### src/rtl/count2_monitor.sv
// Receive-side checker for the 2-bit skip counter: tracks lock to the
// 00->(01)->10->11 sequence, recovers x, and keeps lap/error statistics.
module count2_monitor #(
  parameter int LAP_W = 8,
  parameter int ERR_W = 4
) (
  input  logic             clk,
  input  logic             reset_n,
  input  logic             en,
  input  logic [1:0]       count_in,
  output logic             sync,
  output logic             x_rec,
  output logic             x_valid,
  output logic             lap_done,
  output logic             err,
  output logic [LAP_W-1:0] lap_cnt,
  output logic [ERR_W-1:0] err_cnt
);

  typedef enum logic {HUNT, LOCK} state_t;

  state_t           state, state_n;
  logic [1:0]       prev_q, prev_q_n;
  logic             x_rec_n, x_valid_n, lap_done_n, err_n;
  logic [LAP_W-1:0] lap_cnt_n;
  logic [ERR_W-1:0] err_cnt_n;

  always_ff @(posedge clk or negedge reset_n) begin
    if (!reset_n) begin
      state    <= HUNT;
      prev_q   <= 2'b00;
      sync     <= 1'b0;
      x_rec    <= 1'b0;
      x_valid  <= 1'b0;
      lap_done <= 1'b0;
      err      <= 1'b0;
      lap_cnt  <= '0;
      err_cnt  <= '0;
    end else begin
      state    <= state_n;
      prev_q   <= prev_q_n;
      sync     <= (state_n == LOCK);
      x_rec    <= x_rec_n;
      x_valid  <= x_valid_n;
      lap_done <= lap_done_n;
      err      <= err_n;
      lap_cnt  <= lap_cnt_n;
      err_cnt  <= err_cnt_n;
    end
  end

  always_comb begin
    state_n    = state;
    prev_q_n   = prev_q;
    x_rec_n    = x_rec;
    x_valid_n  = 1'b0;
    lap_done_n = 1'b0;
    err_n      = 1'b0;
    lap_cnt_n  = lap_cnt;
    err_cnt_n  = err_cnt;

    if (en) begin
      unique case (state)
        HUNT: begin
          if (count_in == 2'b00) begin
            state_n  = LOCK;
            prev_q_n = 2'b00;
          end
        end
        LOCK: begin
          prev_q_n = count_in;
          case ({prev_q, count_in})
            4'b0001: begin
              x_rec_n   = 1'b0;
              x_valid_n = 1'b1;
            end
            4'b0010: begin
              x_rec_n   = 1'b1;
              x_valid_n = 1'b1;
            end
            4'b0110, 4'b1011: ;
            4'b1100: begin
              lap_done_n = 1'b1;
              lap_cnt_n  = lap_cnt + LAP_W'(1);
            end
            default: begin
              // The offending sample is discarded; relock waits for a fresh 00.
              err_n   = 1'b1;
              state_n = HUNT;
              if (err_cnt != '1) err_cnt_n = err_cnt + ERR_W'(1);
            end
          endcase
        end
        default: state_n = HUNT;
      endcase
    end
  end

endmodule

### config.mk
export PLATFORM = sky130hd
export DESIGN_NAME = count2_monitor
export DESIGN_NICKNAME = d
export VERILOG_FILES = /design/src/rtl/count2_monitor.sv
export SDC_FILE = /design/constraint.sdc
export NUM_CORES = 1
export LEC_CHECK = 0
export ABC_AREA = 1
export BUFFER_PORTS_ARGS = -buffer_cell sky130_fd_sc_hd__buf_2
export CORE_MARGIN = 2
export CORE_UTILIZATION = 40
export DETAILED_ROUTE_END_ITERATION = 12
export HOLD_SLACK_MARGIN = 0.15
export PLACE_DENSITY = 0.66
export SLEW_MARGIN = 20
export SYNTH_ARGS = -nofsm -noshare
export SYNTH_HDL_FRONTEND = slang
export SYNTH_SLANG_ARGS = --single-unit
export TNS_END_PERCENT = 1
### constraint.sdc
create_clock -name clk -period 1.55 [get_ports clk]
set_input_delay 0.0775 -clock clk [delete_from_list [all_inputs] [get_ports clk]]
set_output_delay 0.0775 -clock clk [all_outputs]
set_load 0.005 [all_outputs]
==> After elaboration in Yosys (flattened, before gate mapping) <==
Cells that the tools add are included.
{ "op_classes": {"n_eq_ne": 7, "shift": 0, "mux": 15, "div": 0, "add_sub_neg": 2, "n_reduce_logical": 8, "order_cmp": 0, "bitwise_logic": 2, "multipliers": 0} }
{ "ops": {"columns": ["op", "n"], "rows": [
  ["1-bit two-way mux", 11],
  ["8-bit by 1-bit adder with 8-bit output (second input constant)", 1],
  ["4-bit == test (second input constant)", 2],
  ["3-bit AND reduction", 2],
  ["5-bit OR reduction", 1],
  ["4-bit by 1-bit adder with 4-bit output (second input constant)", 1],
  ["4-bit by 1-bit == test with 1-bit output (second input constant)", 1],
  ["4-bit by 2-bit == test with 1-bit output (second input constant)", 1],
  ["4-bit by 3-bit == test with 1-bit output (second input constant)", 1],
  ["4-bit inequality test (second input constant)", 1],
  ["1-bit one-hot mux with 2 select lines", 2],
  ["2-bit one-hot mux with 2 select lines", 1],
  ["4-bit AND reduction", 1],
  ["2-bit zero test", 1],
  ["2-bit two-way mux", 1],
  ["2-bit inequality test (second input constant)", 1],
  ["1-bit NOT", 2],
  ["2-bit AND reduction", 1],
  ["2-bit nonzero test", 1],
  ["2-bit OR reduction", 1]
]} }
{ "totals": {"mem_bits_rw": 0, "latchBits": 0, "wordCells": 42, "rom_bits": 0, "ff_bits": 19, "mem_count": 0} }

==> Longest topological paths before layout <==
Gate-level depths: netlist of run 1.
{ "logic_depth": {"ltp_word": 5, "mapped_depth": 8, "ltp_nobuf": 8} }

==> Worst setup path after synthesis of run 1 <==
No wires, ideal clock.
{ "synth_timing": {"path_kind": "flip-flop to flip-flop", "startpoint": "reg state", "endpoint": "reg err_cnt[2]", "required_ps": 1432, "setup_ps": 118, "setup_slack_ps": 412, "stages_incl_launch_ff": 8, "arrival_time_ps": 1020, "path_buffers": 0, "cell_sequence": "dfrtp_1 nand2_1 inv_1 nand2_1 nor2_4 nand3_2 nand2_1 nand2_1"} }
{ "synth_between": {"elab_chain_cells": 1} }
{ "synth_rtl": {"columns": ["element", "line", "source"], "rows": [
  ["from (decl)", "22", "state_t state, state_n;"],
  ["from (signal assigned)", "40", "state <= state_n;"],
  ["4-bit AND reduction (no source line)", null, null],
  ["to (signal assigned)", "48", "err_cnt <= err_cnt_n;"],
  ["to (decl)", "17", "output logic [ERR_W-1:0] err_cnt"]
]} }
Every way passes these cells.
A chain may end at the register's enable or synchronous reset.

==> Worst setup path after layout of run 1 <==
{ "layout_timing": {"startpoint": "in count_in[1]", "endpoint": "reg err_cnt[3]"} }
{ "layout_between": {"elab_chain_cells": 4} }
{ "layout_rtl": {"columns": ["element", "line", "source"], "rows": [
  ["from (decl)", "10", "input logic [1:0] count_in,"],
  ["4-bit == test, or another cell as far along", "72", "case ({prev_q, count_in})"],
  ["5-bit OR reduction (no source line) (*)", null, null],
  ["1-bit NOT (no source line) (*)", null, null],
  ["4-bit AND reduction (no source line) (*)", null, null]
]} }
Every way passes the cells marked *; elsewhere a longest branch is shown, timed or not.

==> summary.md, run 1 <==
| Metric | Value |
|---|---|
| Status | complete, no violations |
| Cell Area, Synth | 975 sq um |
| Antenna Cells | 0 |
| Pin count of the biggest net entering global routing | 20 |
| Worst-path clk slew | 0.11 ns |
| H-tree Lvls | 1 |
| Seq/Total Area, Yosys | 0.488 |
| Post-CTS Setup Inserts | 0 |
| Clk_skew | 0.00449 ns |
| Leading cell type in the layout, fill and taps excluded | nand2_1 |
| Die width | 53.4 um |
| Cell variety after synth | 19 |
| Total GRT Usage | 0.170 |
| Worst-skew pair later-pin latency | 0.30 ns |
| Overflow after GRT | 0 |
| Crit Path Category | input pin to flip-flop |
| I/O pins | 22 |
| Core Rows | 17 |
| Synth Net Count | 120 |
| Commonest non-fill, non-tap cells in the layout | nand2_1 (37), buf_2 (21), dfrtp_1 (19), inv_1 (14), nor2_1 (7) |
| Cell taking the most area after synthesis | dfrtp_1 |
| Number of port buffers | 21 |
| Top cells by area, synth | dfrtp_1 (49%), nand2_1 (14%), inv_1 (5.4%) |
| Max Clock Freq | 734 MHz |
| Clock buffer depth | 2 |
| DR vias/cell | 4.91 |
| CTS buffer count | 3 |
| Final period utilization | 0.879 |
| Synth Instances | 113 |
| CTS tree | built |
| Wirelength, routed | 1950 um |
| Final net count | 149 |
| Root Buffer | clkbuf_4 |
| Vias | 829 |
| Final critical-path required period | 1.36 ns |
| Die height | 53.4 um |
| Initial cell density of the core | 0.432 |
| Post-synth top area share | 0.488 |
| Initial DRC count | 13 |
| Clock Sinks | 19 |
| P per Cell Area | 1410 mW/mm^2 |
| Leakage Power | 0.660 nW |
| DRC | 0 |
| Final hold vios | 0 |
| GPL Wtd Cong | 0.715 |
| Yosys warning total | 0 |
| Max-cap viol count | 0 |
| Total negative slack | 0 ns |
| Peak supply drop | 0.000769 V |
| Worst-Margin Slew | 0.424 ns |
| Worst path arrival time | 1.56 ns |
| Final setup violation count | 0 |
| Average size of a mapped cell | 8.63 sq um |
| Worst Hold Class | input pin to asynchronous set/reset pin |
| Hpwl dp | 1360 um |
| Final slew viol count | 0 |
| Final Hold Slack | 0.234 ns |
| Routed wire per std cell | 11.6 um |
| Die ar. | 0.00285 sq mm |
| Fraction of layout cells with a size suffix above 1 | 0.227 |
| Crit-path max FO | 6 |
| Worst setup EP type | flip-flop |
| Max-slew headroom | 0.717 |
| RSZ-0062 raised after global routing | no |
| Area growth, synth to finish | 20.0% |
| Core area | 0.00225 sq mm |
| DR pass1 iterations | 5 |
| Critical Path RT | 1.75 ns |
| Crit start category | input pin |
| Synthesized flop and latch total | 19 |
| Antenna violations before repair | 0 |
| Vias in the first global route | 826 |
| Global-route wire length before repair | 3450 um |
| Post-route ant nets | 0 |
[cell families after synthesis]
kind of cell	share of synthesized area
and+or+nand+nor	0.330
DFF	0.488
buffers and inverters	0.0655
AOI/OAI and AO/OA	0.0372
xor gates and xnor gates	0.0539
adders and majority gates	0.0257
[synthesized netlist by cell type]
cell type   n
xor2_1      4
buf_6       1
nor2_1      7
and2_4      1
nand3_1     3
nand3_2     3
xnor2_1     2
nand2_1    37
nand4_1     6
a21oi_1     1
ha_1        2
o21ai_0     5
nand3b_1    2
nor3_1      1
inv_1      14
nor2_4      3
o22ai_1     1
dfrtp_1    19
nand2_4     1
[critical path, cell delays in order]
cell,delay [ns]
dlygate4sd3_1,0.56
buf_2,0.16
nand2_1,0.11
inv_1,0.05
nand2_1,0.07
nand2_1,0.08
nor2_4,0.19
nand3_2,0.13
nand2_1,0.08
nand2_1,0.04
[worst paths after layout]
check	startpoint	endpoint	slack, ns	cells past startpoint
setup reg to reg	state$_DFFE_PN0P_	err_cnt[3]$_DFFE_PN0P_	0.27	7
max in group asynchronous	reset_n	err_cnt[0]$_DFFE_PN0P_	1.02	2
setup / recovery	count_in[1]	err_cnt[3]$_DFFE_PN0P_	0.19	10
hold reg to reg	x_rec$_DFFE_PN0P_	x_rec$_DFFE_PN0P_	0.52	2
hold / removal	reset_n	lap_cnt[4]$_DFFE_PN0P_	0.23	2
min in group clk	x_rec$_DFFE_PN0P_	x_rec$_DFFE_PN0P_	0.52	2
[metal layers]
metal,routed length (um),track usage,share of wire,up-vias
met2,978,0.288,0.50,26
li1,-,-,-,416
met1,831,0.205,0.43,380
met4,47,0.0812,0.024,0
met3,97,0.0282,0.050,7
met5,0,0,0,-
[sequential cells by signal (all words and copies together) (netlist names)]
| signal | count |
|---|---|
| x_rec | 1 |
| err_cnt | 4 |
| prev_q | 2 |
| x_valid | 1 |
| err | 1 |
| lap_cnt | 8 |
| lap_done | 1 |
| state | 1 |
[where the power goes]
group          total (mW)  internal [mW]  switching, mW
clock               0.251          0.100          0.150
combinational       0.601          0.251          0.350
sequential          0.791          0.643          0.148
[metrics by stage]
stage / power [mW] / std cells / util / area, sq um / setup slack, ns
after floorplan: 1.16 / 113 / - / 975 / 0.412
after global placement: 1.38 / 161 / 0.489 / 1100 / 0.302
after detailed placement: 1.39 / 161 / 0.489 / 1100 / 0.280
after CTS: 1.66 / 169 / 0.519 / 1170 / 0.211
after global routing: 1.81 / 169 / 0.519 / 1170 / 0.0875
final: 1.64 / 169 / 0.519 / 1170 / 0.187
[repair_timing]
item	4_1_cts	5_1_grt
hold buffers	4	0
gates resized for setup	0	0
setup endpoints to repair	0	0
hold endpoints to repair	24	0
[cell type report]
type / instances / area [sq um]
multi-input cells: 79 / 435
well taps: 28 / 35.0
clock buffers: 4 / 26.3
fillers: 226 / 1080
flip-flops and latches: 19 / 475
inverters: 14 / 52.6
repair buffers: 25 / 145
(Power assumes the default switching activity.)
==> inputs of run 2 (changes only) <==
CORE_UTILIZATION = 52   (was 40)
PLACE_DENSITY = 0.81   (was 0.66)
==> summary.md, run 2 (same netlist as run 1, synthesis figures left out) <==
| Metric | Value |
|---|---|
| Status | complete, no violations (unchanged) |
| DRC | 0 (unchanged) |
| Final critical-path required period | 1.43 ns (was 1.36 ns) |
| R2R Path Start | err_cnt[0]$_DFFE_PN0P_ (was state$_DFFE_PN0P_) |
| Overflow after GRT | 0 (unchanged) |
| Crit-path max FO | 11 (was 6) |
| RSZ-0062 raised after global routing | no (unchanged) |
| Antenna Cells | 0 (unchanged) |
| Wirelength, routed | 1860 um (was 1950 um) |
| CTS buffer count | 3 (unchanged) |
| Clk_skew | 0.000759 ns (was 0.00449 ns) |
| Slowest stage cell, crit path | dlygate4sd3_1 (unchanged) |
| Design area | 0.00118 sq mm (was 0.00117 sq mm) |
| Hpwl dp | 1350 um (was 1360 um) |
| Top flop regs | lap_cnt x8, err_cnt x4, prev_q x2 (unchanged) |
| Initial cell density of the core | 0.558 (was 0.432) |
| DR vias/cell | 4.96 (was 4.91) |
| GPL Wtd Cong | 0.760 (was 0.715) |
| CTS tree | built (unchanged) |
| Final slew viol count | 0 (unchanged) |
| Initial DRC count | 14 (was 13) |
| Total negative slack | 0 ns (unchanged) |
| Worst-path clk slew | 0.11 ns (about the same) |
| Core Rows | 15 (was 17) |
| DR pass1 iterations | 4 (was 5) |
| Final setup violation count | 0 (unchanged) |
| Worst setup EP type | flip-flop (unchanged) |
| Core area | 0.00175 sq mm (was 0.00225 sq mm) |
| Clock buffer depth | 2 (unchanged) |
| Die ar. | 0.00224 sq mm (was 0.00285 sq mm) |
| Worst-skew pair later-pin latency | 0.29 ns (was 0.30 ns) |
| Most flops, register | lap_cnt (unchanged) |
| R2r worst-path depth | 5 (was 7) |
| H-tree Lvls | 1 (unchanged) |
| Total GRT Usage | 0.202 (was 0.170) |
| Vias | 834 (was 829) |
| Setup crit end | lap_cnt[5]$_DFFE_PN0P_ (was err_cnt[3]$_DFFE_PN0P_) |
| Commonest non-fill, non-tap cells in the layout | nand2_1 (36), buf_2 (21), dfrtp_1 (19), inv_1 (14), nor2_1 (7) (was nand2_1 (37), buf_2 (21), dfrtp_1 (19), inv_1 (14), nor2_1 (7)) |
| Leakage Power | 0.674 nW (was 0.660 nW) |
| Peak supply drop | 0.00103 V (was 0.000769 V) |
| Final hold vios | 0 (unchanged) |
| RR Endpoint | err_cnt[1]$_DFFE_PN0P_ (was err_cnt[3]$_DFFE_PN0P_) |
| Root Buffer | clkbuf_4 (unchanged) |
| Number of port buffers | 21 (unchanged) |
| Reg2reg setup slack | 0.29 ns (was 0.27 ns) |
| Area growth, synth to finish | 21.6% (was 20.0%) |
| CP Cell Sequence | dlygate4sd3_1 > buf_2 > nor2_4 > buf_4 > nand2_4 > nor2_4 > nand3b_1 > xor2_1 (was dlygate4sd3_1 > buf_2 > nand2_1 > inv_1 > nand2_1 > nand2_1 > nor2_4 > nand3_2 > nand2_1 > nand2_1) |
| Worst-Margin Slew | 0.417 ns (was 0.424 ns) |
| Leading cell type in the layout, fill and taps excluded | nand2_1 (unchanged) |
| DP Area | 0.00110 sq mm (about the same) |
| Final net count | 151 (was 149) |
| Crit Path Category | input pin to flip-flop (unchanged) |
| Vias in the first global route | 750 (was 826) |
| Die height | 47.3 um (was 53.4 um) |
| Total Power | 1.65 mW (was 1.64 mW) |
| Critical Path RT | 1.74 ns (was 1.75 ns) |
| Slowest Stage Delay on Critical Path | 0.54 ns (was 0.56 ns) |
| I/O pins | 22 (unchanged) |
| Critical Path Start | count_in[1] (unchanged) |
| Antenna violations before repair | 0 (unchanged) |
| Max-cap viol count | 0 (unchanged) |
| Fraction of layout cells with a size suffix above 1 | 0.252 (was 0.227) |
| Crit start category | input pin (unchanged) |
| Critical Path Stages | 8 (was 10) |
| Number of flip-flops in the largest register | 8 (unchanged) |
| Max-slew headroom | 0.722 (was 0.717) |
| Largest delay share family, worst path | buffers and inverters (unchanged) |
| Most used cell, CP | nor2_4 (was nand2_1) |
| Global-route wire length before repair | 3170 um (was 3450 um) |
| Clock Sinks | 19 (unchanged) |
| P per Cell Area | 1390 mW/mm^2 (was 1410 mW/mm^2) |
| Worst Hold Class | input pin to asynchronous set/reset pin (unchanged) |
| Pin count of the biggest net entering global routing | 20 (unchanged) |
| Die width | 47.3 um (was 53.4 um) |
| Post-route ant nets | 0 (unchanged) |
| Routed wire per std cell | 11.1 um (was 11.6 um) |
| Final period utilization | 0.926 (was 0.879) |
| Max Clock Freq | 697 MHz (was 734 MHz) |
| Worst path arrival time | 1.62 ns (was 1.56 ns) |
| Buf/Inv on CP | 3 (unchanged) |
[run 2: cell count changes in the layout (fill, tap and decap cells not counted), sizes merged]
cell / change
buf: +2
clkbuf: -1
clkinv: +1
[run 2: how the worst min path moves through the flow]
stage               depth (start not counted)                endpoint
global route                                2  lap_cnt[4]$_DFFE_PN0P_
finish                                      2   prev_q[0]$_DFFE_PN0P_
CTS                                         2  lap_cnt[7]$_DFFE_PN0P_
floorplan                                   0           err$_DFF_PN0_
detailed placement                          1   prev_q[0]$_DFFE_PN0P_
global placement                            1   prev_q[0]$_DFFE_PN0P_
[run 2: worst register-to-register path, stage by stage, from the launching register on]
cell and delay [ns]:
dfrtp_1 0.46, ha_1 0.25, nand3_1 0.19, nand3_2 0.14, nand2_1 0.08, nand2_1 0.05
[run 2: layer usage]
layer  routed length (um)  vias up  track usage
met5                    0        -            0
met4                   14        0       0.0889
met3                   75        2       0.0346
met2                  909       20        0.297
met1                  857      393        0.291
li1                     -      419            -
[run 2: layout make-up]
| type | count | area, sq um |
|---|---|---|
| repair buffers | 27 | 160 |
| clock buffers | 3 | 22.5 |
| fillers | 150 | 561 |
| inverters | 14 | 52.6 |
| flip-flops and latches | 19 | 475 |
| well taps | 25 | 31.3 |
| multi-input cells | 79 | 438 |
| clock inverters | 1 | 5.00 |
[run 2: timing repair]
| item | in CTS | in global routing |
|---|---|---|
| hold endpoints to repair | 24 | 0 |
| buffers inserted | 0 | 2 |
| gates resized for setup | 0 | 1 |
| setup endpoints to repair | 0 | 1 |
| hold buffers | 5 | 0 |
[run 2: through the flow]
step	cells	setup slack, ns	utilization	hold slack, ns
after global placement	158	0.359	0.630	0.0356
after global routing	168	0.0577	0.679	0.286
after CTS	167	0.0332	0.675	0.239
after detailed placement	158	0.299	0.630	0.0417
after floorplan	113	0.412	-	-0.218
final	168	0.115	0.679	0.236
[run 2: power by group]
| part | switching, mW | internal [mW] |
|---|---|---|
| Clock | 0.153 | 0.0960 |
| Combinational | 0.352 | 0.259 |
| Sequential | 0.146 | 0.643 |
| Total | 0.650 | 0.998 |
